**config.mk**
```make
export PLATFORM = sky130hd
export DESIGN_NAME = dtube_scan_driver
export DESIGN_NICKNAME = d
export VERILOG_FILES = /design/src/rtl/dtube_scan_driver.sv
export SDC_FILE = /design/constraint.sdc
export NUM_CORES = 1
export LEC_CHECK = 0
export ABC_AREA = 1
export BUFFER_PORTS_ARGS = -buffer_cell sky130_fd_sc_hd__buf_4
export CORE_ASPECT_RATIO = 0.75
export CORE_UTILIZATION = 55
export DETAILED_ROUTE_END_ITERATION = 8
export PLACE_DENSITY = 0.79
export SYNTH_ARGS = -nofsm -noshare
export SYNTH_HDL_FRONTEND = slang
export SYNTH_SLANG_ARGS = --single-unit
```
**constraint.sdc**
```tcl
create_clock -name clk -period 2.4 [get_ports clk]
set_input_delay 0.24 -clock clk [delete_from_list [all_inputs] [get_ports clk]]
set_output_delay 0.24 -clock clk [all_outputs]
set_load 0.1 [all_outputs]
```
**src/rtl/dtube_scan_driver.sv**
```systemverilog
// Six-digit multiplexed 7-segment scan driver: per-frame BCD snapshot,
// active-low digit/segment drive, pair blanking and pair blinking.
module dtube_scan_driver #(
   parameter int SCAN_DIV   = 1,
   parameter int BLINK_HALF = 250
) (
   input  logic        clk,
   input  logic        rst_N,
   input  logic [23:0] number_BCD,
   input  logic [2:0]  DTube_en,
   input  logic [2:0]  Twinkle_en,
   output logic [5:0]  dig_N,
   output logic [7:0]  seg_N
);

   localparam int DW = (SCAN_DIV > 1) ? $clog2(SCAN_DIV) : 1;
   localparam int BW = $clog2(BLINK_HALF);
   localparam logic [DW-1:0] DIV_LAST = DW'(SCAN_DIV - 1);
   localparam logic [BW-1:0] BLK_LAST = BW'(BLINK_HALF - 1);

   logic [DW-1:0] div_q, div_d;
   logic [2:0]    idx_q, idx_d;
   logic [23:0]   snap_q, snap_d;
   logic [BW-1:0] cnt_q, cnt_d;
   logic          phase_q, phase_d;
   logic [2:0]    tw_q, tw_d;
   logic [5:0]    dig_q, dig_d;
   logic [7:0]    seg_q, seg_d;

   logic [1:0] pair;
   logic [3:0] nib;
   logic [6:0] seg7;
   logic       vis;
   logic       dp_n;
   logic       rise;

   always_comb begin
      div_d  = div_q;
      idx_d  = idx_q;
      snap_d = snap_q;
      if (div_q == DIV_LAST) begin
         div_d = '0;
         if (idx_q == 3'd5) begin
            idx_d  = 3'd0;
            snap_d = number_BCD;
         end else begin
            idx_d = idx_q + 3'd1;
         end
      end else begin
         div_d = div_q + DW'(1);
      end
   end

   // A rising blink request restarts the half-period with the field shown.
   always_comb begin
      rise    = |(Twinkle_en & ~tw_q);
      tw_d    = Twinkle_en;
      cnt_d   = cnt_q;
      phase_d = phase_q;
      if (rise) begin
         cnt_d   = '0;
         phase_d = 1'b1;
      end else if (cnt_q == BLK_LAST) begin
         cnt_d   = '0;
         phase_d = ~phase_q;
      end else begin
         cnt_d = cnt_q + BW'(1);
      end
   end

   always_comb begin
      pair = idx_q[2:1];
      case (idx_q)
         3'd0:    nib = snap_q[3:0];
         3'd1:    nib = snap_q[7:4];
         3'd2:    nib = snap_q[11:8];
         3'd3:    nib = snap_q[15:12];
         3'd4:    nib = snap_q[19:16];
         3'd5:    nib = snap_q[23:20];
         default: nib = 4'hF;
      endcase
      case (nib)
         4'd0:    seg7 = 7'h40;
         4'd1:    seg7 = 7'h79;
         4'd2:    seg7 = 7'h24;
         4'd3:    seg7 = 7'h30;
         4'd4:    seg7 = 7'h19;
         4'd5:    seg7 = 7'h12;
         4'd6:    seg7 = 7'h02;
         4'd7:    seg7 = 7'h78;
         4'd8:    seg7 = 7'h00;
         4'd9:    seg7 = 7'h10;
         default: seg7 = 7'h7F;
      endcase
      dp_n = ~((idx_q == 3'd2) || (idx_q == 3'd4));
      vis  = DTube_en[pair] & ~(Twinkle_en[pair] & ~phase_q);
      if (vis) begin
         dig_d = ~(6'b000001 << idx_q);
         seg_d = {dp_n, seg7};
      end else begin
         dig_d = 6'h3F;
         seg_d = 8'hFF;
      end
   end

   always_ff @(posedge clk or negedge rst_N) begin
      if (!rst_N) begin
         div_q   <= '0;
         idx_q   <= '0;
         snap_q  <= '0;
         cnt_q   <= '0;
         phase_q <= 1'b1;
         tw_q    <= '0;
         dig_q   <= 6'h3F;
         seg_q   <= 8'hFF;
      end else begin
         div_q   <= div_d;
         idx_q   <= idx_d;
         snap_q  <= snap_d;
         cnt_q   <= cnt_d;
         phase_q <= phase_d;
         tw_q    <= tw_d;
         dig_q   <= dig_d;
         seg_q   <= seg_d;
      end
   end

   assign dig_N = dig_q;
   assign seg_N = seg_q;

endmodule

```
==> metrics.cfg <==
[sta]
fin_crit_sh_pct=91.6
setup-tns-final_ns=0
grt_setup_unrepaired=false
hold_violations=0
clock_skew_ns=0.00855
setup_viol_count_final=0
finalWorstSetupSlack_ns=0.201
worstMarginPinSlew_ns=0.632
drv_slew=0
max_slew_margin_pct=57.8
fmax_mhz=455
fin_crit_ns=2.20

[yosys]
yosysWarnings=0
ys.flop_type=dfrtp_1
syn_inst=302
ys_ff_latch=53
synth_area_leader_cell=dfrtp_1
syn_area_per_cell_um2=8.22
ys_top_cells_by_count=131 x nand2_1, 38 x dfrtp_1, 22 x nor2_1
async_flop_share_pct=100
synth_top_area_share_pct=38.3
yosysMostFrequentCell=nand2_1
synth_cell_types=27
syn-num-nets=340
yosysSeqAreaShare_pct=54.2
synth.area.top_cells=dfrtp_1 38%, nand2_1 20%, dfstp_2 16%
synth_edf_count=0
mappedNetlistArea_um2=2480

[clock_tree]
worst_skew_pair.late_latency_ns=0.31
clock-sinks=53
cts_buffers=5
h-tree-depth=2
ctsLongestPathBuffers=2
cts-root-buf=clkbuf_8
path_clk_slew_ns=0.09
cts_tree=built

[worst_setup_path]
cp_cell_sequence=nand2_1 -> inv_1 -> ha_2 -> nor2_1 -> nand2_1 -> nand4_1 -> nor2_4 -> inv_1 -> ha_1 -> or2_2 -> nand2_1
setup.worst_path.class=flop to flop
cp_max_fo=6
critPathArrivalTime_ns=2.45
rr_startpoint=idx_q[0]
r2r_slack_ns=0.20
slowest_delay_ns=0.42
crit_family=simple AND/OR/NAND/NOR gates
r2r_end=seg_N[1]
cp-start-kind=flop
path_buf_inv=2
r2r_cells=11
crit_top_cell=nand2_1
end_kind=flop
cp_slowest_cell=dfrtp_1
required_ns=2.65

[status]
outcome=finished, final reports clean

[global_route]
grt_max_degree=54
grtUsageTotal_pct=25.4
grt_pass1_vias=1955
gr-total-overflow=0
grt_pass1_wl_mm=8.90
antenna_found_initial=0

[place]
gp_congestion=1.00
dp_slack_ns=0.207
dpl.hpwl_mm=4.03
portBuffers=45

[die]
core_um2=4180
dieArea_um2=4790
dieWidth_um=79.6
std_cell_rows=20
die_h_um=60.2
ios=46
initial_core_util_pct=59.4

[power_and_ir_drop]
vdd.ir_drop.worst_v=0.000363
p_per_area_nw_per_um2=565
p_leak_nw=1.55

[detailed_routing]
dr.pass1.iters=4
num_vias=2097
drc_errors=0
drt_wl_total_mm=5.31
ant_nets=0
vias_per_cell=5.10
wl_per_cell_um=12.9
drt_iter0_markers=103

[job]
maxCapViolations=0

[cells_and_area]
antenna_cells=0
syn2layout_area_growth_pct=20.9
drive_gt1_share_pct=25.6
final_nets=393
fillers=348

[hold_path]
worstHoldEndpoint=tw_q[1]
hp-start=Twinkle_en[1]
hold_depth=1
hp-class=input pin to flop

-- logic make-up (layout without fill, tap and decap cells) --
kind of cell | Yosys count | after routing | synth area share (%)
adder cells (fa/ha/maj) | 6 | 6 | 3.03
AO/OA/AOI/OAI | 16 | 16 | 3.88
buffers and inverters | 32 | 86 | 5.24
AND/OR/NAND/NOR | 194 | 194 | 33.3
flip-flops | 53 | 53 | 54.2
XOR/XNOR | 1 | 1 | 0.353
-- what timing repair did --
| item | in CTS | in global routing |
|---|---|---|
| gates resized for setup | 0 | 2 |
| setup endpoints to repair | 0 | 1 |
| endpoints found under the hold margin | 38 | 0 |
| hold buffers | 1 | 0 |
| setup buffers | 0 | 0 |
-- report_power, final --
group | switching [mW] | internal [mW] | total (mW) | leakage (nW)
clock network | 0.270 | 0.205 | 0.475 | 0.0422
registers | 0.0245 | 0.945 | 0.969 | 0.619
logic | 0.170 | 0.0799 | 0.250 | 0.891
total | 0.465 | 1.23 | 1.69 | 1.55
-- sequential cells by signal, indices dropped and copies added (netlist names) --
| register | flops |
|---|---|
| tw_q | 3 |
| snap_q | 24 |
| seg_N | 8 |
| dig_N | 6 |
| phase_q | 1 |
| idx_q | 3 |
| cnt_q | 8 |
-- layout make-up --
class	count	area, um2	share of cell area [%]
flip-flops and latches	53	1350	44.9
multi-input cells	217	1010	33.6
repair buffers	53	400	13.4
inverters	25	93.8	3.13
clock buffers	7	76.3	2.54
well taps	55	68.8	2.29
clock inverters	1	5.00	0.167
-- worst max path at each step --
stage,from,to,slack [ns],cells past startpoint
3_3_place_gp,idx_q[1],seg_N[1],0.34,11
4_1_cts,idx_q[1],seg_N[1],0.18,11
6_report,idx_q[0],seg_N[1],0.20,11
2_1_floorplan,idx_q[2],seg_N[1],0.35,11
5_1_grt,idx_q[0],seg_N[1],0.04,10
3_5_place_dp,idx_q[1],seg_N[1],0.21,11
-- per-stage QoR --
| step | hold WS [ns] | instance area, um2 | utilization (%) | std cells | total power [mW] |
|---|---|---|---|---|---|
| after CTS | 0.0425 | 3000 | 71.7 | 411 | 1.71 |
| after global routing | 0.0475 | 3000 | 71.8 | 411 | 1.77 |
| after floorplan | -0.0556 | 2480 | - | 302 | 1.14 |
| final | 0.0533 | 3000 | 71.8 | 411 | 1.69 |
| after global placement | 0.302 | 2900 | 69.5 | 402 | 1.23 |
| after detailed placement | 0.305 | 2900 | 69.5 | 402 | 1.24 |
-- metal layers --
layer	wire, um	vias up	global-route usage [%]
met2	2300	74	38.7
met5	0	-	0
li1	-	1050	-
met4	137	0	13.2
met1	2570	958	34.4
met3	296	15	5.50
-- layout by cell type, fill, tap and decap left out, types with 5 or more instances in the layout --
master,netlist,layout
o21ai_0,8,8
nand2_1,131,131
inv_1,21,21
buf_4,0,52
nand3_1,18,18
ha_1,6,5
nand4_1,5,5
dfstp_2,15,15
dfrtp_1,38,37
clkbuf_8,0,5
nor2_1,22,22
Power figures use the tool's default switching activity.
